### config.mk
export PLATFORM = sky130hd
export DESIGN_NAME = img_mem_reader
export DESIGN_NICKNAME = d
export VERILOG_FILES = /design/src/rtl/img_mem_reader.sv
export SDC_FILE = /design/constraint.sdc
export NUM_CORES = 1
export LEC_CHECK = 0
export ABC_AREA = 1
export BUFFER_PORTS_ARGS = -buffer_cell sky130_fd_sc_hd__buf_2
export CORE_MARGIN = 5
export CORE_UTILIZATION = 50
export DETAILED_ROUTE_END_ITERATION = 6
export PLACE_DENSITY = 0.77
export SETUP_SLACK_MARGIN = 0.5
export SLEW_MARGIN = 10
export SYNTH_ARGS = -nofsm -noshare
export SYNTH_HDL_FRONTEND = slang
export SYNTH_SLANG_ARGS = --single-unit
### constraint.sdc
create_clock -name CLK -period 2.7 [get_ports CLK]
set_clock_uncertainty 0.1 [all_clocks]
set_input_delay 0.27 -clock CLK [delete_from_list [all_inputs] [get_ports CLK]]
set_output_delay 0.27 -clock CLK [all_outputs]
set_load 0.02 [all_outputs]
### src/rtl/img_mem_reader.sv
// Frame source for the Sobel filter: reads one raster-order frame from a synchronous BRAM,
// streams it as DATA/DATA_EN, runs the core and reports completion upstream.
module img_mem_reader #(
  parameter int unsigned IMG_W  = 256,
  parameter int unsigned IMG_H  = 256,
  parameter int unsigned ADDR_W = 16
) (
  input  logic              CLK,
  input  logic              RST_N,
  input  logic              START_I,
  input  logic [ADDR_W-1:0] BASE_ADDR_I,
  input  logic              PAUSE_I,
  output logic              BUSY_O,
  output logic              DONE_O,
  output logic [ADDR_W-1:0] MEM_ADDR_O,
  output logic              MEM_RD_O,
  input  logic [7:0]        MEM_DATA_I,
  output logic [7:0]        DATA_O,
  output logic              DATA_EN_O,
  output logic              CORE_RUN_O,
  input  logic              CORE_DONE_I
);

  localparam int unsigned NPix  = IMG_W * IMG_H;
  localparam int unsigned CNT_W = $clog2(NPix + 1);

  typedef enum logic [2:0] {StIdle, StRead, StDrain, StWaitCore, StDone} state_e;

  state_e            state_q;
  logic [CNT_W-1:0]  cnt_q;
  logic [ADDR_W-1:0] base_q;
  logic              rd_v1_q;
  logic              done_flag_q;
  logic              busy_q, done_q, mem_rd_q, data_en_q, run_q;
  logic [ADDR_W-1:0] mem_addr_q;
  logic [7:0]        data_q;

  logic [ADDR_W-1:0] rd_addr;
  logic              last_rd;
  logic              pipe_empty;

  // Address arithmetic wraps modulo 2^ADDR_W by construction.
  assign rd_addr    = base_q + ADDR_W'(cnt_q);
  assign last_rd    = (cnt_q == CNT_W'(NPix - 1));
  assign pipe_empty = !mem_rd_q && !rd_v1_q && !data_en_q;

  always_ff @(posedge CLK or negedge RST_N) begin
    if (!RST_N) begin
      state_q     <= StIdle;
      cnt_q       <= '0;
      base_q      <= '0;
      rd_v1_q     <= 1'b0;
      done_flag_q <= 1'b0;
      busy_q      <= 1'b0;
      done_q      <= 1'b0;
      mem_rd_q    <= 1'b0;
      mem_addr_q  <= '0;
      data_en_q   <= 1'b0;
      data_q      <= '0;
      run_q       <= 1'b0;
    end else begin
      // Read pipeline runs independently of the FSM so issued reads always land.
      rd_v1_q   <= mem_rd_q;
      data_en_q <= rd_v1_q;
      if (rd_v1_q) data_q <= MEM_DATA_I;
      mem_rd_q <= 1'b0;
      done_q   <= 1'b0;
      if (state_q != StIdle) done_flag_q <= done_flag_q | CORE_DONE_I;

      case (state_q)
        StIdle: begin
          if (START_I) begin
            base_q      <= BASE_ADDR_I;
            cnt_q       <= '0;
            done_flag_q <= 1'b0;
            run_q       <= 1'b1;
            busy_q      <= 1'b1;
            state_q     <= StRead;
          end
        end
        StRead: begin
          if (!PAUSE_I) begin
            mem_rd_q   <= 1'b1;
            mem_addr_q <= rd_addr;
            cnt_q      <= cnt_q + CNT_W'(1);
            if (last_rd) state_q <= StDrain;
          end
        end
        StDrain: begin
          if (pipe_empty) state_q <= StWaitCore;
        end
        StWaitCore: begin
          if (done_flag_q || CORE_DONE_I) begin
            run_q   <= 1'b0;
            done_q  <= 1'b1;
            state_q <= StDone;
          end
        end
        StDone: begin
          busy_q  <= 1'b0;
          state_q <= StIdle;
        end
        default: state_q <= StIdle;
      endcase
    end
  end

  assign BUSY_O     = busy_q;
  assign DONE_O     = done_q;
  assign MEM_ADDR_O = mem_addr_q;
  assign MEM_RD_O   = mem_rd_q;
  assign DATA_O     = data_q;
  assign DATA_EN_O  = data_en_q;
  assign CORE_RUN_O = run_q;

endmodule

* Yosys cells after proc, flatten, opt, wreduce, memory -nomap -nowiden
Cells that the tools add are included.
** Cells by class
- Add/subtract/negate cells :: 2
- Equal/unequal tests :: 10
- Muxes and demuxes :: 20
- Bitwise gates (word level) :: 2
- Reduce and logical (&&, ||, !) cells :: 17
** Operators by type and width (number)
- 17-bit 2-to-1 mux :: 2
- 17-bit one-hot mux with 2 select lines :: 1
- 17-bit by 1-bit adder with 17-bit output (second input constant) :: 1
- 17-bit by 16-bit equality test with 1-bit output (second input constant) :: 1
- 16-bit adder :: 1
- 3-bit 2-to-1 mux :: 5
- 3-bit one-hot mux with 4 select lines :: 1
- 2-bit inequality test (second input constant) :: 5
- 1-bit 2-to-1 mux :: 9
- 3-bit by 2-bit equality test with 1-bit output (second input constant) :: 2
- 2-bit AND reduction :: 3
- 3-bit AND reduction :: 2
- 2-bit nonzero test :: 3
- 5-bit AND reduction :: 1
- 1-bit one-hot mux with 2 select lines :: 2
- 3-bit by 1-bit equality test with 1-bit output (second input constant) :: 1
- 3-bit equality test (second input constant) :: 1
- 1-bit logical NOT :: 3
- 3-bit logical NOT :: 1
- 3-bit nonzero test :: 1
- 1-bit logical AND :: 2
- 1-bit logical OR :: 1
- 1-bit inverter :: 1
- 1-bit OR :: 1
** Word-level totals
- Register bits :: 67
- Bits of input ports :: 29
- Output and inout bits :: 29
- Word-level logic and storage cells :: 63

* Longest topological paths before layout
Gate-level depths: netlist of run 1.
- Depth after elaboration :: 5
- Mapped depth :: 12

* Least setup slack after synthesis of run 1
Ideal clock, no wire load.
- Kind :: register to register
- Start :: reg cnt_q[1]
- End :: reg state_q[1]
- Arrival time :: 1.698 ns
- Required time :: 2.476 ns
- Setup slack :: 0.778 ns
- Cell stages (with the launch flop) :: 12
- Buffers on the path :: 0
- Clock period less this slack :: 1.922 ns
- Cells stage by stage :: dfrtp_1 ha_1 nand4_2 nor3_2 nand2_1 nor3_1 ha_1 a21oi_1 nor2_1 nand3_1 nor2_1 a21oi_1
** On the way
- Longest elaborated chain between the ends :: 3
** Ends and longest elaborated chain
- start, declared :: line 30 : logic [CNT_W-1:0] cnt_q;
- start signal, assigned :: line 85 : cnt_q <= cnt_q + CNT_W'(1);
- 17-bit by 16-bit equality test with 1-bit output :: line 44 : assign last_rd = (cnt_q == CNT_W'(NPix - 1));
- 2-bit inequality test (no source line)
- 5-bit AND reduction (no source line)
- end signal, assigned :: line 49 : state_q <= StIdle;
- end signal, assigned :: line 78 : state_q <= StRead;
- end signal, assigned :: line 86 : if (last_rd) state_q <= StDrain;
- end, declared :: line 29 : state_e state_q;
Every way passes these cells.
A chain may end at the register's enable or synchronous reset.

* Final worst setup path of run 1
- Start :: reg cnt_q[0]
- End :: reg mem_addr_q[6], in the netlist MEM_ADDR_O[6]
** On the way
- Longest elaborated chain between the ends :: 1
** Ends and longest elaborated chain
- 16-bit adder :: line 43 : assign rd_addr = base_q + ADDR_W'(cnt_q);
- end signal, assigned :: line 84 : mem_addr_q <= rd_addr;
- end, declared :: line 35 : logic [ADDR_W-1:0] mem_addr_q;
Every way passes these cells.

==> flow_summary.json, run 1 <==
{
  "pwr-share-comb_pct": 42.1,
  "avgSynthCellArea_um2": 7.78,
  "wl_per_cell_um": 12.6,
  "nets": 607,
  "clock_latency_ns": 0.34,
  "pin_count": 58,
  "crit_required_ns": 2.84,
  "postSynthCellCount": 493,
  "grt_pass1_vias": 3332,
  "tightest_slew_ns": 0.800,
  "firstDrtPassIters": 4,
  "worstPathMaxFanout": 5,
  "path_clk_slew_ns": 0.08,
  "drt_iter0_drc": 192,
  "vias": 3316,
  "p_leak_nw": 2.53,
  "worstReg2RegStart": "cnt_q[0]",
  "crit_type": "reg2reg",
  "placed_cells": 645,
  "drc": 0,
  "route.final.wire_length_mm": 8.38,
  "cts_tree": "done",
  "max-cap-violations": 0,
  "hold-path-cell-count": 3,
  "dieArea_um2": 9520,
  "area_delta_synth_final_pct": 18.0,
  "rsz0062_at_grt": "false",
  "stdcell_count": 667,
  "reg2reg_to": "MEM_ADDR_O[6]",
  "period_needed_ns": 2.04,
  "worstRegToRegCells": 9,
  "maxSlewViolCount": 0,
  "max_freq_mhz": 490,
  "cp-start-kind": "flip-flop",
  "worst_hold_path_type": "in2reg",
  "hold_viol": 0,
  "switching_share_pct": 41.1,
  "setup_viol": 0,
  "wl_met3_um": 478,
  "outcome": "finished, final reports clean",
  "h-tree-depth": 3,
  "slew_headroom_pct": 46.6,
  "ys_warn_count": 0,
  "clk_path_buf_depth": 2,
  "synth_most_common_cell": "nand2_1",
  "die-width_um": 97.6,
  "yosysTopAreaCellShare_pct": 43.7,
  "wl_met2_mm": 3.92,
  "p_int_w": 0.00254,
  "hold_start": "BASE_ADDR_I[2]",
  "p_seq_share_pct": 37.4,
  "cts_made_buffers": 9,
  "layout-drive-gt1-share_pct": 21.8,
  "yosys-top-cells-count": "nand2_1 (190), dfrtp_1 (67), inv_1 (56), nor2_1 (31), nand3_1 (25)",
  "dpl.hpwl_mm": 6.09,
  "drt-met1-wl_mm": 3.82,
  "ys_ff_latch": 67,
  "antenna_cells": 0,
  "yosys-top-cells-area": "dfrtp_1 (44%), nand2_1 (19%), ha_1 (5.5%)",
  "clock_sinks": 67,
  "grt_pass1_wl_mm": 14.5,
  "antenna_left": 0,
  "routabilityCongestion": 0.895,
  "end_kind": "flip-flop",
  "fin_crit_sh_pct": 75.5,
  "grt_max_degree": 36,
  "grtUsageTotal_pct": 18.4,
  "syn_nets": 540,
  "start_util_pct": 50.4,
  "grt.overflow.total": 0,
  "synth_area_leader_cell": "dfrtp_1",
  "synth-edff-count": 0,
  "syn_area_um2": 3830,
  "switchingPower_w": 0.00178,
  "io_buffers": 57,
  "synth_ff_type": "dfrtp_1",
  "cp.arrival_ns": 2.18,
  "clock_power_share_pct": 20.5,
  "timing.setup.tns_ns": 0,
  "dr.max_layer_used": "met4",
  "cts_root_buffer": "clkbuf_8",
  "hold_end": "base_q[2]",
  "ir_drop_uv": 497,
  "seq_area_frac_synth_pct": 43.7,
  "grt_antenna_before_repair": 0,
  "r2r_setup_slack_ns": 0.66,
  "synth_cell_types": 38,
  "coreArea_um2": 7610,
  "num_rows": 32,
  "vias_per_cell": 4.97,
  "power_density_nw_per_um2": 955,
  "synth-async-reset-ratio_pct": 100,
  "chipHeight_um": 97.6
}
[worst max path at each step]
stage,from,to,slack (ns),depth (start not counted)
after floorplan,cnt_q[1],state_q[1],0.78,11
after global placement,cnt_q[1],state_q[1],0.62,11
after detailed placement,cnt_q[1],state_q[1],0.54,11
after CTS,cnt_q[1],state_q[1],0.50,11
after global routing,cnt_q[0],state_q[1],0.48,11
final,cnt_q[0],MEM_ADDR_O[6],0.66,9
[logic make-up after synthesis]
logic type / count (synthesis) / synth area share [%]
simple gates: 291 / 34.3
compound gates: 36 / 4.96
mux: 8 / 2.35
fa+ha+maj: 18 / 6.07
flops: 67 / 43.7
xor+xnor: 5 / 1.14
buf+inv: 68 / 7.44
[layout by cell type, fill, tap and decap left out, drive strengths merged]
cell         synthesis  final
a21oi               16     16
and2                 2      2
clkbuf               1     12
o22ai                1      1
xor2                 1      1
ha                  17     17
and3                 1      1
nand2              193    193
nor3                13     13
nand3b               3      3
nand4                7      7
inv                 59     59
clkinv               0      2
nor3b                2      2
dlygate4sd3          0      1
nand3               26     26
xnor2                4      4
fa                   1      1
or2                  6      6
clkinvlp             0      1
bufinv               0      1
buf                  8     64
o21ai               17     17
nor2                38     38
mux2                 8      8
o31ai                1      1
o21bai               1      1
dfrtp               67     67
[registers in the layout, indices dropped and copies added, names as in the netlist]
| name | cells |
|---|---|
| BUSY_O | 1 |
| CORE_RUN_O | 1 |
| DATA_EN_O | 1 |
| DATA_O | 8 |
| DONE_O | 1 |
| MEM_ADDR_O | 16 |
| MEM_RD_O | 1 |
| base_q | 16 |
| cnt_q | 17 |
| done_flag_q | 1 |
| rd_v1_q | 1 |
| state_q | 3 |
[metal layers]
layer,GRT usage [%],up-vias
met5,0,-
met4,7.14,0
met3,4.74,18
met2,30.5,85
met1,23.1,1520
li1,-,1693
[what timing repair did]
| item | 4_1_cts | 5_1_grt |
|---|---|---|
| buffers inserted | 0 | 5 |
| hold endpoints to repair | 32 | 0 |
| hold buffers | 1 | 0 |
| endpoints found under the setup margin | 0 | 2 |
| resized for setup | 0 | 13 |
[final cells by class]
class | instances | area [um^2]
Fill cell | 686 | 3090
Clock buffer | 12 | 165
Multi-Input combinational cell | 358 | 1910
Tap cell | 102 | 128
Inverter | 59 | 226
Clock inverter | 4 | 47.5
Sequential cell | 67 | 1680
Timing Repair Buffer | 65 | 360
[worst max-delay path: stages (launching register included)]
cell and delay (ns):
dfrtp_2 0.45, ha_1 0.24, fa_1 0.41, nand2_1 0.09, nand2_1 0.07, nand3_1 0.08, nand2_1 0.10, or2_2 0.28
nand3_1 0.07, nand2_1 0.05
[power groups by stage]
stage	Sequential [W]	Clock, W	Combinational (W)
2_1_floorplan	0.00181	0	0.00112
3_3_place_gp	0.00162	0	0.00175
3_5_place_dp	0.00163	0	0.00179
4_1_cts	0.00162	0.000905	0.00180
5_1_grt	0.00168	0.000955	0.00205
6_report	0.00162	0.000885	0.00182
[per-stage QoR]
stage	hold WS [ns]	setup WS [ns]	utilization [%]	power, W	area [um^2]
6_report	0.0164	0.660	59.4	0.00432	4520
3_3_place_gp	0.275	0.622	55.4	0.00336	4220
4_1_cts	0.00948	0.503	58.3	0.00432	4440
2_1_floorplan	-0.126	0.778	-	0.00294	3830
3_5_place_dp	0.290	0.535	55.4	0.00342	4220
5_1_grt	0.0105	0.482	59.4	0.00468	4520
No activity file was read; power rests on OpenSTA's default activity.
==> run 2: changes to the inputs <==
==> constraint.sdc (replaced) <==
create_clock -name CLK -period 2.02 [get_ports CLK]
set_clock_uncertainty 0.1 [all_clocks]
set_input_delay 0.202 -clock CLK [delete_from_list [all_inputs] [get_ports CLK]]
set_output_delay 0.202 -clock CLK [all_outputs]
set_load 0.02 [all_outputs]
==> run 2 against run 1 <==
  * Die area did not move
  * Via count rose by 16%
  * Core utilization rose by 15 points
  * Count of clock-buffer cells in the layout fell by 3
  * Cell area rose by 26%
  * Cell count rose by 9.7%
  * Largest cell class unchanged
  * Largest power group unchanged
==> flow_summary.json, run 2 (synthesized netlist as in run 1, its figures left out) <==
{
  "wl_per_cell_um": 15.5,
  "antenna_cells": 0,
  "grt_max_degree": 68,
  "cts_made_buffers": 9,
  "area_delta_synth_final_pct": 48.6,
  "tightest_slew_ns": 0.378,
  "clock_sinks": 67,
  "grt_antenna_before_repair": 0,
  "routabilityCongestion": 0.901,
  "critPathSlowestCell": "dfrtp_1",
  "wl_met3_um": 547,
  "clk_path_buf_depth": 2,
  "die-width_um": 97.6,
  "drt-met1-wl_mm": 4.42,
  "outcome": "finished, final reports clean",
  "clock_latency_ns": 0.35,
  "worstPathMaxFanout": 4,
  "cp-start-kind": "flip-flop",
  "vias": 3844,
  "nets": 672,
  "vias_per_cell": 5.25,
  "crit_type": "reg2reg",
  "route.final.wire_length_mm": 11.3,
  "layout_common_cells": "nand2_1 (161), dfrtp_1 (61), buf_2 (57)",
  "p_leak_nw": 2.96,
  "pin_count": 58,
  "num_rows": 32,
  "dpl.hpwl_mm": 6.43,
  "grt_pass1_wl_mm": 16.9,
  "coreArea_um2": 7610,
  "slew_headroom_pct": 74.8,
  "hold_viol": 0,
  "cts_root_buffer": "clkbuf_8",
  "maxSlewViolCount": 0,
  "grt.overflow.total": 0,
  "largest_register": "cnt_q",
  "timing.setup.tns_ns": 0,
  "h-tree-depth": 3,
  "dr.max_layer_used": "met4",
  "max-cap-violations": 0,
  "rsz0062_at_grt": "true",
  "chipHeight_um": 97.6,
  "worst_hold_path_type": "in2reg",
  "antenna_left": 0,
  "cts_tree": "done",
  "grt_pass1_vias": 3668,
  "period_needed_ns": 1.91,
  "cp_cell_sequence": "buf_6 > buf_6 > fa_2 > nand2_2 > nand2_2 > nand3_2 > nand2_4 > or2_4 > nand3_2 > nand2_1",
  "fin_crit_sh_pct": 94.5,
  "drt_iter0_drc": 194,
  "power_density_nw_per_um2": 1310,
  "max_freq_mhz": 524,
  "path_clk_slew_ns": 0.08,
  "dieArea_um2": 9520,
  "drc": 0,
  "crit_required_ns": 2.17,
  "cp.arrival_ns": 2.06,
  "wl_met2_mm": 5.93,
  "ir_drop_uv": 864,
  "io_buffers": 57,
  "end_kind": "flip-flop",
  "setup_viol": 0,
  "max_stage_delay_ns": 0.43,
  "start_util_pct": 50.4,
  "final_common_cell": "nand2_1",
  "largest_reg_flops": 17,
  "grtUsageTotal_pct": 21.8,
  "total_power_w": 0.00746,
  "layout-drive-gt1-share_pct": 39.5,
  "firstDrtPassIters": 5
}
run 2: cell types whose count changed in the layout (fill, tap and decap cells not counted), sizes merged:
| cell | change |
|---|---|
| bufinv | +4 |
| clkbuf | -3 |
| dlygate4sd3 | +24 |
| buf | +41 |
| clkinvlp | -1 |
run 2: routing by layer:
metal | global-route usage (%) | up-vias
li1 | - | 1826
met1 | 25.9 | 1838
met2 | 38.3 | 139
met3 | 5.10 | 41
met4 | 7.88 | 0
met5 | 0 | -
run 2: through the flow:
stage | hold slack (ns) | instances | setup slack (ns) | utilization [%] | cell area, um^2
2_1_floorplan | -0.194 | 493 | 0.110 | - | 3990
3_3_place_gp | 0.145 | 656 | 0.0578 | 58.5 | 4450
3_5_place_dp | 0.154 | 656 | -0.0364 | 58.5 | 4450
4_1_cts | 0.00365 | 714 | 0.105 | 69.5 | 5290
5_1_grt | 0.0862 | 732 | -0.0568 | 74.9 | 5700
6_report | 0.0465 | 732 | 0.112 | 74.9 | 5700
run 2: final timing paths:
check                                  from            end  slack (ns)  cells past startpoint
worst min-delay path            CORE_DONE_I         DONE_O        0.05                      3
min in group asynchronous             RST_N  MEM_ADDR_O[3]        0.30                      3
worst max register to register     cnt_q[1]  MEM_ADDR_O[6]        0.11                     10
worst min register to register     MEM_RD_O        rd_v1_q        0.32                      0
worst max-delay path               cnt_q[1]  MEM_ADDR_O[6]        0.11                     10
max in group asynchronous             RST_N       cnt_q[2]        1.21                      3
run 2: what timing repair did:
| item | in CTS | in global routing |
|---|---|---|
| hold buffers | 23 | 2 |
| buffers inserted | 19 | 16 |
| resized for setup | 43 | 69 |
| pin swaps | 25 | 42 |
| endpoints found under the setup margin | 25 | 47 |
| endpoints found under the hold margin | 89 | 2 |
run 2: layout make-up:
cell class                      count  area [um^2]
Multi-Input combinational cell    358         2380
Fill cell                         514         1910
Clock buffer                        9          124
Inverter                           59          229
Sequential cell                    67         1680
Clock inverter                      7          164
Timing Repair Buffer              130          990
Tap cell                          102          128
run 2: critical path: cells and delay by family (launching register included):
family	cells	cell delay [ns]
simple gates	7	0.63
flops	1	0.43
fa+ha+maj	1	0.40
buf+inv	2	0.25
run 2: power breakdown:
part	switching, W	total (W)	internal, W
Clock	0.000562	0.00163	0.00107
Combinational	0.00197	0.00358	0.00161
Sequential	0.000412	0.00225	0.00183
Total	0.00294	0.00746	0.00452
==> run 3: changes to the inputs <==
--- a/config.mk
+++ b/config.mk
@@ -11,6 +11,7 @@
 export CORE_UTILIZATION = 50
 export DETAILED_ROUTE_END_ITERATION = 6
 export PLACE_DENSITY = 0.77
+export RECOVER_POWER = 100
 export SETUP_SLACK_MARGIN = 0.5
 export SLEW_MARGIN = 10
 export SYNTH_ARGS = -nofsm -noshare
==> run 3 against run 2 <==
  * Total power down 2.4%
  * Clock power about the same
  * Routed wire length unchanged
  * Via count down 0.65%
  * First-iteration DRC count down 19%
  * Count of clock-buffer cells in the layout unchanged
  * Critical path depth down 3
  * Die area unchanged
  * Non-clock buffer count unchanged
==> flow_summary.json, run 3 (synthesized netlist as in run 1, its figures left out) <==
{
  "largest_reg_flops": 17,
  "clk_path_buf_depth": 2,
  "fin_util_pct": 73.3,
  "crit_required_ns": 2.15,
  "route.final.wire_length_mm": 11.3,
  "dieArea_um2": 9520,
  "cts_made_buffers": 9,
  "hold-path-cell-count": 3,
  "worstPathMaxFanout": 25,
  "num_rows": 32,
  "end_kind": "flip-flop",
  "hold_start": "CORE_DONE_I",
  "total_power_w": 0.00728,
  "p_leak_nw": 2.82,
  "start_util_pct": 50.4,
  "r2r_setup_slack_ns": 0.08,
  "worstReg2RegStart": "state_q[0]",
  "clock_latency_ns": 0.35,
  "nets": 672,
  "rsz0062_at_grt": "true",
  "clock_sinks": 67,
  "max_freq_mhz": 514,
  "layout-drive-gt1-share_pct": 33.3,
  "coreArea_um2": 7610,
  "grt_pass1_wl_mm": 16.9,
  "cp-start-kind": "flip-flop",
  "timing.setup.tns_ns": 0,
  "grt_pass1_vias": 3668,
  "dpl.hpwl_mm": 6.43,
  "chipHeight_um": 97.6,
  "fin_crit_sh_pct": 96.2,
  "io_buffers": 57,
  "antenna_left": 0,
  "hold_viol": 0,
  "worstRegToRegCells": 7,
  "die-width_um": 97.6,
  "setup_viol": 0,
  "placed_cells": 656,
  "grt_antenna_before_repair": 0,
  "ir_drop_uv": 861,
  "worst_hold_path_type": "in2reg",
  "grtUsageTotal_pct": 21.8,
  "pin_count": 58,
  "largest_register": "cnt_q",
  "path_clk_slew_ns": 0.08,
  "area_delta_synth_final_pct": 45.4,
  "fillers": 545,
  "firstDrtPassIters": 4,
  "h-tree-depth": 3,
  "antenna_cells": 0,
  "wl_per_cell_um": 15.5,
  "layout_common_cells": "nand2_1 (162), dfrtp_1 (62), inv_1 (50)",
  "drc": 0,
  "vias_per_cell": 5.22,
  "cp.arrival_ns": 2.08,
  "slew_headroom_pct": 39.3,
  "grt.overflow.total": 0,
  "cts_root_buffer": "clkbuf_8",
  "max-cap-violations": 0,
  "hold_end": "DONE_O",
  "reg2reg_to": "cnt_q[12]",
  "crit_type": "reg2reg",
  "drt_iter0_drc": 158,
  "grt_max_degree": 68,
  "vias": 3819,
  "stdcell_count": 732,
  "tightest_slew_ns": 0.911,
  "outcome": "finished, final reports clean",
  "maxSlewViolCount": 0,
  "final_common_cell": "nand2_1",
  "period_needed_ns": 1.94,
  "routabilityCongestion": 0.901,
  "cts_tree": "done",
  "power_density_nw_per_um2": 1310
}
## run 3: changes by cell type in the layout (fill, tap and decap cells not counted), moves of 2 or more
cell | before | now
clkbuf_4 | 0 | 3
nor2_8 | 3 | 1
buf_12 | 3 | 1
o21ai_0 | 4 | 8
o21ai_1 | 9 | 7
nor2_1 | 23 | 25
clkbuf_1 | 0 | 31
o21ai_2 | 4 | 2
buf_2 | 57 | 28
buf_4 | 31 | 28
## run 3: timing repair
item | CTS | global route
hold buffers | 23 | 2
hold endpoints to repair | 89 | 2
cloned | 0 | 0
endpoints found under the setup margin | 25 | 47
resized for setup | 43 | 69
pin swaps | 25 | 42
buffers inserted | 19 | 16
## run 3: worst max-delay path by stage
stage,start,end,slack [ns],cells after the start
floorplan,cnt_q[1],state_q[1],0.11,11
global placement,cnt_q[0],MEM_ADDR_O[6],0.06,9
detailed placement,cnt_q[0],state_q[0],-0.04,10
CTS,cnt_q[0],state_q[1],0.10,11
global route,cnt_q[8],state_q[1],-0.06,12
finish,state_q[0],cnt_q[12],0.08,7
## run 3: through the flow
step | hold slack, ns | worst slack [ns] | instance area, um^2
after CTS | 0.00365 | 0.105 | 5290
after global routing | 0.0862 | -0.0568 | 5570
after floorplan | -0.194 | 0.110 | 3990
after detailed placement | 0.154 | -0.0364 | 4450
after global placement | 0.145 | 0.0578 | 4450
final | 0.0471 | 0.0760 | 5570
## run 3: area by class of cell
class | instances | area (um^2) | share of cell area, %
multi-input combinational | 358 | 2330 | 41.7
sequential | 67 | 1680 | 30.2
timing repair buffer | 130 | 921 | 16.5
inverter | 59 | 229 | 4.11
clock inverter | 7 | 164 | 2.94
tap | 102 | 128 | 2.29
clock buffer | 9 | 124 | 2.22
## run 3: worst max-delay path, cell delays in order, from the launching register on
cell	delay [ns]
dfrtp_1	0.42
nor2_1	0.24
nand2_4	0.08
nor2_2	0.36
inv_4	0.09
clkbuf_4	0.29
o21ai_0	0.16
nor2_1	0.07
## run 3: report_power, final
part	switching [W]	leakage, nW	total, W	internal (W)
Sequential	0.000408	0.851	0.00224	0.00183
Combinational	0.00193	1.82	0.00341	0.00148
Clock	0.000558	0.143	0.00163	0.00107
Total	0.00290	2.82	0.00728	0.00438
## run 3: per-layer routing
metal	GRT usage (%)	wire length, um	up-vias
met3	5.10	640	38
met4	7.88	378	0
li1	-	-	1820
met5	0	0	-
met2	38.3	5970	147
met1	25.9	4340	1814
